$ cat config.mk
export PLATFORM = sky130hd
export DESIGN_NAME = fall_monitor_flat
export DESIGN_NICKNAME = d
export VERILOG_FILES = /design/src/rtl/fall_monitor_if.sv /design/src/rtl/fall_monitor.sv /design/src/flat_wrapper.sv
export SDC_FILE = /design/constraint.sdc
export NUM_CORES = 1
export LEC_CHECK = 0
export CAP_MARGIN = 40
export CORE_MARGIN = 2
export CORE_UTILIZATION = 50
export DETAILED_ROUTE_END_ITERATION = 7
export GPL_TIMING_DRIVEN = 0
export PLACE_DENSITY = 0.77
export SETUP_SLACK_MARGIN = 0.15
export SLEW_MARGIN = 20
export SYNTH_ARGS = -nofsm -noshare
export SYNTH_HDL_FRONTEND = slang
export SYNTH_SLANG_ARGS = --single-unit
$ cat constraint.sdc
create_clock -name Clk -period 2.5 [get_ports Clk]
set_clock_uncertainty 0.05 [all_clocks]
set_input_delay 0.375 -clock Clk [delete_from_list [all_inputs] [get_ports Clk]]
set_output_delay 0.375 -clock Clk [all_outputs]
set_load 0.005 [all_outputs]
$ cat src/rtl/fall_monitor_if.sv
// Per-frame signals between the game-state controller and fall_monitor.
interface fall_monitor_if;
   logic       frame_clk;
   logic       restart;
   logic [9:0] doodle_y;
   logic       monster_hit;
   logic       drop;
   logic       death;

   modport master (output frame_clk, restart, doodle_y, monster_hit, input drop, death);
   modport slave  (input frame_clk, restart, doodle_y, monster_hit, output drop, death);
endinterface

$ cat src/rtl/fall_monitor.sv
// Per-frame drop/death detector for the doodle; sticky outputs cleared by restart.
// Optional monster-contact detection is compiled in with FALL_MONITOR_MONSTER_EN.
//
// state   | meaning
// ARMED   | post reset/restart grace period, no detection
// ALIVE   | on screen, watching for fall start and monster contact
// FALLING | below screen, counting consecutive below-screen frames
// DROPPED | sticky drop indication
// DEAD    | sticky death indication (monster build only)
module fall_monitor #(
   parameter logic [9:0] SCREEN_BOTTOM = 10'd479,
   parameter logic [3:0] FALL_FRAMES   = 4'd8,
   parameter logic [1:0] HIT_FRAMES    = 2'd2,
   parameter logic [5:0] GRACE_FRAMES  = 6'd30
) (
   input logic           Clk,
   input logic           Reset,
   fall_monitor_if.slave bus
);

   typedef enum logic [2:0] {
      ARMED   = 3'd0,
      ALIVE   = 3'd1,
      FALLING = 3'd2,
      DROPPED = 3'd3,
      DEAD    = 3'd4
   } state_t;

   state_t     state_q, state_d;
   logic       frame_q, frame_d;
   logic       tick_q, tick_d;
   logic [5:0] grace_q, grace_d;
   logic [3:0] below_q, below_d;
   logic       drop_q, drop_d;
   logic       dead_hit;
`ifdef FALL_MONITOR_MONSTER_EN
   logic [1:0] hit_q, hit_d;
   logic       death_q, death_d;
`else
   logic       unused_monster_hit;
   assign unused_monster_hit = bus.monster_hit;
`endif

   always_comb begin
      frame_d  = bus.frame_clk;
      tick_d   = bus.frame_clk & ~frame_q;
      state_d  = state_q;
      grace_d  = grace_q;
      below_d  = below_q;
      dead_hit = 1'b0;
`ifdef FALL_MONITOR_MONSTER_EN
      hit_d    = hit_q;
`endif
      if (bus.restart) begin
         state_d = ARMED;
         grace_d = 6'd0;
         below_d = 4'd0;
`ifdef FALL_MONITOR_MONSTER_EN
         hit_d   = 2'd0;
`endif
      end else if (tick_q) begin
         case (state_q)
            ARMED: begin
               if (grace_q == GRACE_FRAMES) state_d = ALIVE;
               else if (grace_q != 6'h3f)   grace_d = grace_q + 6'd1;
            end
            ALIVE, FALLING: begin
`ifdef FALL_MONITOR_MONSTER_EN
               if (bus.monster_hit) hit_d = (hit_q == 2'd3) ? 2'd3 : hit_q + 2'd1;
               else                 hit_d = 2'd0;
               dead_hit = (hit_d == HIT_FRAMES);
`endif
               // Monster contact outranks a fall completing on the same tick.
               if (dead_hit) begin
                  state_d = DEAD;
               end else if (bus.doodle_y > SCREEN_BOTTOM) begin
                  if (state_q == ALIVE)       below_d = 4'd1;
                  else if (below_q != 4'hf)   below_d = below_q + 4'd1;
                  state_d = (below_d == FALL_FRAMES) ? DROPPED : FALLING;
               end else begin
                  below_d = 4'd0;
                  state_d = ALIVE;
               end
            end
            default: ;
         endcase
      end
      drop_d = (state_d == DROPPED);
`ifdef FALL_MONITOR_MONSTER_EN
      death_d = (state_d == DEAD);
`endif
   end

   always_ff @(posedge Clk) begin
      if (Reset) begin
         state_q <= ARMED;
         frame_q <= 1'b0;
         tick_q  <= 1'b0;
         grace_q <= 6'd0;
         below_q <= 4'd0;
         drop_q  <= 1'b0;
`ifdef FALL_MONITOR_MONSTER_EN
         hit_q   <= 2'd0;
         death_q <= 1'b0;
`endif
      end else begin
         state_q <= state_d;
         frame_q <= frame_d;
         tick_q  <= tick_d;
         grace_q <= grace_d;
         below_q <= below_d;
         drop_q  <= drop_d;
`ifdef FALL_MONITOR_MONSTER_EN
         hit_q   <= hit_d;
         death_q <= death_d;
`endif
      end
   end

   assign bus.drop  = drop_q;
`ifdef FALL_MONITOR_MONSTER_EN
   assign bus.death = death_q;
`else
   assign bus.death = 1'b0;
`endif

endmodule

$ cat src/flat_wrapper.sv
// flat-port wrapper written by rule: the top's interface ports become plain ports
module fall_monitor_flat 
#(
   parameter logic [9:0] SCREEN_BOTTOM = 10'd479,
   parameter logic [3:0] FALL_FRAMES   = 4'd8,
   parameter logic [1:0] HIT_FRAMES    = 2'd2,
   parameter logic [5:0] GRACE_FRAMES  = 6'd30
)
  (Clk, Reset, bus_frame_clk, bus_restart, bus_doodle_y, bus_monster_hit, bus_drop, bus_death);
  fall_monitor_if bus_i ();
  input logic Clk;
  input logic Reset;
  input wire logic [$bits(bus_i.frame_clk)-1:0] bus_frame_clk;
  input wire logic [$bits(bus_i.restart)-1:0] bus_restart;
  input wire logic [$bits(bus_i.doodle_y)-1:0] bus_doodle_y;
  input wire logic [$bits(bus_i.monster_hit)-1:0] bus_monster_hit;
  output wire logic [$bits(bus_i.drop)-1:0] bus_drop;
  output wire logic [$bits(bus_i.death)-1:0] bus_death;
  assign bus_i.frame_clk = bus_frame_clk;
  assign bus_i.restart = bus_restart;
  assign bus_i.doodle_y = bus_doodle_y;
  assign bus_i.monster_hit = bus_monster_hit;
  assign bus_drop = bus_i.drop;
  assign bus_death = bus_i.death;
  fall_monitor #(.SCREEN_BOTTOM(SCREEN_BOTTOM), .FALL_FRAMES(FALL_FRAMES), .HIT_FRAMES(HIT_FRAMES), .GRACE_FRAMES(GRACE_FRAMES)) u_core (.Clk(Clk), .Reset(Reset), .bus(bus_i));
endmodule
==> flow_summary.ini, run 1 <==
[synthesis]
ys_types = 43
syn_avg_cell_area_um2 = 9.19
async_flop_share_pct = 0
netlist.area_leader.share_pct = 35.2
netlist_area_um2 = 910
ys_top_cells_by_area = dfxtp_1, nor2_1, ha_1
ys.flop_type = dfxtp_1
synth_cells = 99
synth_edf_count = 0
yosys-top-cells-count = dfxtp_1, nor2_1, a21oi_1
synth_fp_nets = 117
synth_area_leader_cell = dfxtp_1
yosysMostFrequentCell = dfxtp_1
synth_seq_cells = 16
yosysWarnings = 0
ys_seq_area_share_pct = 35.2

[clocking]
path_clk_slew_ns = 0.10
h-tree-depth = 1
clock-sinks = 16
cts_inserted_buffers = 3
cts-root-buf = clkbuf_4
tritoncts = yes
post_cts_resized = 0
worstSkewPairLatency_ns = 0.29
cts_max_path_buffers = 2
cts_hold_buf = 0
cts_setup_buffers = 0

[setup_path]
slowest_stage = or4b_1
r2r_cells = 5
critPathMaxStageDelay_ns = 0.57
r2r-start = u_core.below_q[0]
path_max_fanout = 5
worstSetupStartpointType = flip-flop
path_cells = ha_1 -> and3b_1 -> nor2_1 -> or4b_1 -> a2111oi_2
critPathKind = reg2reg
arrival_ns = 2.09
reg2reg_slack_ns = 0.56
cp.required_ns = 2.65
cp-end-kind = flip-flop
r2r-end = u_core.bus.drop

[grt]
grt_pass1_wl_um = 2730
grt_overflow = 0
grt_max_degree = 11
gr-usage-all-layers_pct = 18.4
antenna_found_initial = 0
grt_pass1_vias = 654

[worst_hold_path]
min-delay-start = u_core.frame_q
min_to = u_core.tick_q
worstHoldPathType = reg2reg
hold_depth = 1

[power]
ir_worst_vdd_uv = 295
p_per_area_mw_per_mm2 = 435
power.leakage_uw = 0.000386

[sta]
tns_ns = 0
setup_viol = 0
post-route-min-period_ns = 1.94
timing.final.crit_share_pct = 77.8
max_slew_margin_pct = 50.3
rsz0062_at_grt = no
worst_hold_slack_ns = 0.341
worstMarginPinSlew_ns = 0.744
slew_violations = 0
fmax_mhz = 514
hold_violations = 0

[routing]
drc = 0
wl_um = 1680
dr.pass1.iters = 4
avgViaCountPerCell = 5.52
vias = 756
routedWlPerCell_um = 12.2
drtIter0Drc = 5
postRouteAntennaNets = 0

[floorplanning]
fp.dieH_um = 46.7
die_w_um = 46.7
start_util_pct = 52.7
coreArea_mm2 = 0.00173
io_pins = 17
dieArea_mm2 = 0.00218
rows = 15

[run_status]
status = completed

[final_layout]
drive_gt1_share_pct = 13.4
n_antenna_cell = 0
fin_nets = 131
area_growth_syn_to_layout_pct = 17.3

[placed_design]
hpwlAfterDp_um = 1280
numPortBuffers = 9
gp_congestion = 0.752

[job]
maxCapViolCount = 0
## logic make-up after synthesis
| family | Yosys count | synth area share [%] |
|---|---|---|
| multiplexers | 2 | 2.20 |
| XOR/XNOR | 6 | 5.78 |
| flip-flops | 16 | 35.2 |
| buffers and inverters | 7 | 5.09 |
| other | 1 | 0.412 |
| AND/OR/NAND/NOR | 44 | 31.1 |
| adder cells (fa/ha/maj) | 3 | 4.13 |
| AO/OA/AOI/OAI | 20 | 16.1 |
## state kept, by name, summed over array words and instances (netlist names)
signal / cells
u_core.below_q: 4
u_core.bus.drop: 1
u_core.frame_q: 1
u_core.grace_q: 6
u_core.state_q: 3
u_core.tick_q: 1
## stage by stage
step	instance area, µm²	instances	worst slack (ns)	power [µW]	utilization [%]
4_1_cts	1070	137	0.541	470	61.8
3_3_place_gp	1030	133	0.362	300	59.7
5_1_grt	1070	137	0.428	486	61.8
6_report	1070	137	0.555	465	61.8
3_5_place_dp	1030	133	0.316	302	59.7
2_1_floorplan	910	99	0.682	283	-
## power by group
group,total [µW],internal [µW],switching [µW]
clock network,169,88.7,80.7
logic,34.9,19.6,15.3
registers,260,257,3.01
total,465,366,99.0
## worst max-delay path, delay by kind of cell, from the launching register on
family,cells,cell delay [ns]
AOI/OAI and AO/OA,1,0.36
DFF,1,0.40
adders and majority gates,1,0.24
and+or+nand+nor,3,0.81
## layout by cell type, fill, tap and decap left out, drive strengths merged, types with 2 or more instances in the layout
cell and count:
mux2i 2, a21oi 7, nor3 2, xnor2 2, dfxtp 16, buf 4, ha 3, clkdlybuf4s50 9
nand2b 4, nor2b 2, clkbuf 5, nand3b 2, nand3 3, or3b 2, xor2 4, a211oi 4
o2111ai 2, nor3b 4, inv 2, and2 2, nor4b 2, nor2 13
## metal layers
layer  up-vias  wire, µm  part of all wire [%]  GRT usage [%]
met3         2        83                   4.9           7.06
met4         0        14                  0.83           5.00
met5         -         0                     0              0
met2        10       841                    50           32.2
li1        385         -                     -              -
met1       359       739                    44           20.7
## how the worst max path moves through the flow
stage	depth (start not counted)	start	endpoint
finish	5	u_core.below_q[0]	u_core.bus.drop
global route	5	u_core.below_q[0]	u_core.bus.drop
CTS	5	u_core.below_q[0]	u_core.bus.drop
detailed placement	4	bus_doodle_y[6]	u_core.bus.drop
global placement	4	bus_restart	u_core.bus.drop
floorplan	5	u_core.below_q[0]	u_core.bus.drop
## layout make-up
class / count / area, µm²
Buffer: 5 / 38.8
Clock buffer: 4 / 36.3
Fill cell: 169 / 659
Inverter: 2 / 7.51
Multi-Input combinational cell: 76 / 543
Sequential cell: 16 / 320
Tap cell: 25 / 31.3
Timing Repair Buffer: 9 / 90.1
Note: power is estimated with default switching activity, not from simulation.
==> run 2, diff against run 1 <==
Clock period 2.5 ns to 1.9 ns, I/O delays scaled along.
==> flow_summary.ini, run 2 (synthesized netlist as in run 1, its figures left out) <==
[placed_design]
dp.cells = 133
hpwlAfterDp_um = 1300
gp_congestion = 0.728
numPortBuffers = 9

[sta]
max_slew_margin_pct = 53.3
slew_violations = 0
rsz0062_at_grt = yes
setup_viol = 0
fmax_mhz = 535
post-route-min-period_ns = 1.87
timing.final.crit_share_pct = 98.3
worstMarginPinSlew_ns = 0.700
hold_violations = 0

[final_layout]
final_common_cell = nor2_1
n_antenna_cell = 0
max_flop_register = u_core.grace_q
multiInputGateArea_um2 = 634
final_util_pct = 71.8
seq_area_um2 = 325
drive_gt1_share_pct = 30.6
final_cell_mix = nor2_1, dfxtp_1, clkdlybuf4s50_1
fin_nets = 140
finalNonFillerCells = 146
fill_cells = 138
area_growth_syn_to_layout_pct = 36.3
largest_register_ffs = 6
largestRegisters = u_core.grace_q: 6 flops, u_core.below_q: 4 flops, u_core.state_q: 3 flops

[clocking]
clock-sinks = 16
path_clk_slew_ns = 0.09
h-tree-depth = 1
tritoncts = yes
cts-root-buf = clkbuf_4
cts_max_path_buffers = 2
cts_inserted_buffers = 3
worstSkewPairLatency_ns = 0.29

[routing]
routedWlPerCell_um = 14.2
postRouteAntennaNets = 0
vias = 812
wl_um = 2080
avgViaCountPerCell = 5.56
dr.pass1.iters = 4
drtIter0Drc = 14
drc = 0

[power]
fin_total_pwr_uw = 624
ir_worst_vdd_uv = 303
power.leakage_uw = 0.000447
p_per_area_mw_per_mm2 = 503

[grt]
grt_overflow = 0
grt_max_degree = 11
grt_pass1_wl_um = 3470
antenna_found_initial = 0
grt_pass1_vias = 798
gr-usage-all-layers_pct = 22.7

[setup_path]
cp-end-kind = flip-flop
arrival_ns = 2.02
cp.required_ns = 2.06
path_max_fanout = 5
critPathKind = reg2reg
worstSetupStartpointType = flip-flop

[floorplanning]
fp.dieH_um = 46.7
io_pins = 17
start_util_pct = 52.7
coreArea_mm2 = 0.00173
die_w_um = 46.7
rows = 15
dieArea_mm2 = 0.00218

[worst_hold_path]
worstHoldPathType = reg2reg

[run_status]
status = completed

[job]
maxCapViolCount = 0
==> run 2: metrics by stage <==
stage / instance area, µm² / TNS (ns) / hold slack [ns] / worst slack [ns]
after global placement: 1050 / -0.156 / 0.324 / -0.156
after detailed placement: 1050 / -0.173 / 0.339 / -0.155
after global routing: 1240 / -0.0345 / 0.353 / -0.0345
after floorplan: 925 / 0 / 0.304 / 0.161
final: 1240 / 0 / 0.341 / 0.0322
after CTS: 1190 / 0 / 0.353 / 0.105
==> run 2: critical path, stage by stage (launching register included) <==
cell       delay [ns]
dfxtp_2          0.34
buf_6            0.13
nand2b_4         0.13
a211oi_2         0.29
buf_4            0.17
buf_6            0.08
buf_6            0.08
buf_6            0.09
a221oi_4         0.07
a2111oi_4        0.35
==> run 2: cell type report <==
type                       instances  share of cell area, %
multi-input combinational         76                   51.2
sequential                        16                   26.2
timing repair buffer              18                   13.4
buffer                             5                   3.13
clock buffer                       4                   2.93
tap                               25                   2.52
inverter                           2                  0.605
==> run 2: worst paths after layout <==
path / slack, ns / to / cells past startpoint / start
worst max-delay path: 0.03 / u_core.bus.drop / 9 / u_core.state_q[1]
worst min-delay path: 0.34 / u_core.tick_q / 1 / u_core.frame_q
worst max register to register: 0.03 / u_core.bus.drop / 9 / u_core.state_q[1]
worst min register to register: 0.34 / u_core.tick_q / 1 / u_core.frame_q
==> run 2: power breakdown <==
part	leakage [µW]	internal (µW)	total (µW)	switching, µW
clock	0.0000210	117	230	113
combinational	0.000294	27.6	50.8	23.3
sequential	0.000132	339	343	4.37
total	0.000447	483	624	141
==> run 2: what timing repair did <==
action / 4_1_cts / 5_1_grt
setup endpoints to repair: 2 / 7
pin swaps: 5 / 7
hold buffers: 0 / 0
gates resized for setup: 9 / 7
buffers inserted: 6 / 2
gates cloned: 1 / 0
==> run 2: metal layers <==
| metal | vias to the layer above | global-route usage [%] | part of all wire (%) |
|---|---|---|---|
| li1 | 400 | - | - |
| met1 | 388 | 27.1 | 43 |
| met2 | 17 | 38.1 | 50 |
| met3 | 7 | 2.75 | 3.9 |
| met4 | 0 | 14.4 | 2.8 |
| met5 | - | 0 | 0 |
==> run 3, diff against run 2 <==
Settings changed: CORE_UTILIZATION 50 to 53, CTS_BUF_LIST from default to sky130_fd_sc_hd__clkbuf_2, HOLD_SLACK_MARGIN from default to 0.1, PLACE_DENSITY 0.77 to 0.81.
==> flow_summary.ini, run 3 (synthesized netlist as in run 1, its figures left out) <==
[run_status]
status = completed

[clocking]
worstSkewPairLatency_ns = 0.30
tritoncts = yes
clock-sinks = 16
cts_max_path_buffers = 2
cts_inserted_buffers = 3
cts-root-buf = clkbuf_2
cts_hold_buf = 0
h-tree-depth = 1
path_clk_slew_ns = 0.16

[floorplanning]
fp.dieH_um = 45.4
die_w_um = 45.4
start_util_pct = 58.3
io_pins = 17
coreArea_mm2 = 0.00156
rows = 14
dieArea_mm2 = 0.00206

[sta]
setup_ws_ns = 0.108
setup_viol = 0
worst_hold_slack_ns = 0.344
worstMarginPinSlew_ns = 0.621
rsz0062_at_grt = yes
post-route-min-period_ns = 1.79
hold_violations = 0
fmax_mhz = 558
timing.final.crit_share_pct = 94.3
slew_violations = 0
max_slew_margin_pct = 58.5

[setup_path]
worstSetupStartpointType = flip-flop
critPathKind = reg2reg
slowest_stage = or4_1
cp-end-kind = flip-flop
cp.required_ns = 2.08
arrival_ns = 1.98
path_max_fanout = 9
path_cells = buf_6 -> xnor2_1 -> or3b_4 -> or4_1 -> a21oi_1
critPathMaxStageDelay_ns = 0.52

[final_layout]
max_flop_register = u_core.grace_q
fin_nets = 133
area_growth_syn_to_layout_pct = 22.6
largest_register_ffs = 6
n_antenna_cell = 0
fill_cells = 129
largestRegisters = u_core.grace_q: 6 flops, u_core.below_q: 4 flops, u_core.state_q: 3 flops
final_common_cell = nor2_1
drive_gt1_share_pct = 21.9
final_cell_mix = nor2_1, dfxtp_1, clkdlybuf4s50_1

[grt]
gr-usage-all-layers_pct = 19.7
grt_pass1_wl_um = 2940
grt_max_degree = 11
grt_pass1_vias = 726
grt_overflow = 0
antenna_found_initial = 0

[routing]
postRouteAntennaNets = 0
drc = 0
wl_um = 1770
drtIter0Drc = 15
vias = 768
avgViaCountPerCell = 5.91
routedWlPerCell_um = 13.6
dr.pass1.iters = 3

[placed_design]
numPortBuffers = 9
gp_congestion = 0.766
hpwlAfterDp_um = 1270
place_ws_ns = -0.164

[job]
maxCapViolCount = 0

[worst_hold_path]
worstHoldPathType = reg2reg

[power]
ir_worst_vdd_uv = 381
p_per_area_mw_per_mm2 = 494
power.leakage_uw = 0.000395
fin_total_pwr_uw = 551
run 3: changes by cell type in the layout (fill, tap and decap cells not counted), sizes merged:
cell / before / now
buf: 13 / 5
clkinv: 0 / 1
run 3: timing repair:
| item | CTS | global route |
|---|---|---|
| pin swaps | 2 | 0 |
| gates resized for setup | 5 | 4 |
| buffers inserted | 1 | 0 |
| cloned | 1 | 0 |
| setup endpoints to repair | 2 | 9 |
run 3: routing by layer:
layer	vias up	part of all wire, %	track usage (%)
met1	359	44	22.4
met3	5	3.8	2.78
met4	0	1.7	8.82
li1	391	-	-
met5	-	0	0
met2	13	50	35.8
run 3: report_power, final:
group	internal (µW)	switching [µW]	total (µW)
registers	340	4.18	344
logic	27.6	21.5	49.2
clock network	45.7	113	158
run 3: final cells by class:
type	count	area, µm²	share of cell area (%)
multi-input cells	76	599	53.8
flip-flops and latches	16	325	29.2
repair buffers	11	103	9.20
plain buffers	5	41.3	3.70
well taps	16	20.0	1.80
clock buffers	3	15.0	1.35
inverters	2	7.51	0.673
clock inverters	1	3.75	0.337
run 3: path summary, 6_finish.rpt:
| check | startpoint | to | slack [ns] | cells past startpoint |
|---|---|---|---|---|
| setup / recovery | u_core.state_q[0] | u_core.below_q[3] | 0.11 | 5 |
| hold reg to reg | u_core.frame_q | u_core.tick_q | 0.34 | 1 |
| hold / removal | u_core.frame_q | u_core.tick_q | 0.34 | 1 |
| setup reg to reg | u_core.state_q[0] | u_core.below_q[3] | 0.11 | 5 |
run 3: critical path: cells and delay by family, from the launching register on:
kind / cells / cell delay (ns)
AO/OA/AOI/OAI: 1 / 0.14
XOR/XNOR: 1 / 0.14
buffers and inverters: 1 / 0.14
flip-flops: 1 / 0.34
AND/OR/NAND/NOR: 2 / 0.92
run 3: per-stage QoR:
| step | utilization (%) | setup TNS, ns | instances | instance area [µm²] |
|---|---|---|---|---|
| after floorplan | - | 0 | 99 | 925 |
| after global placement | 66.4 | -0.145 | 124 | 1030 |
| after detailed placement | 66.4 | -0.170 | 124 | 1030 |
| after CTS | 70.5 | 0 | 130 | 1100 |
| after global routing | 71.5 | 0 | 130 | 1110 |
| final | 71.5 | 0 | 130 | 1110 |
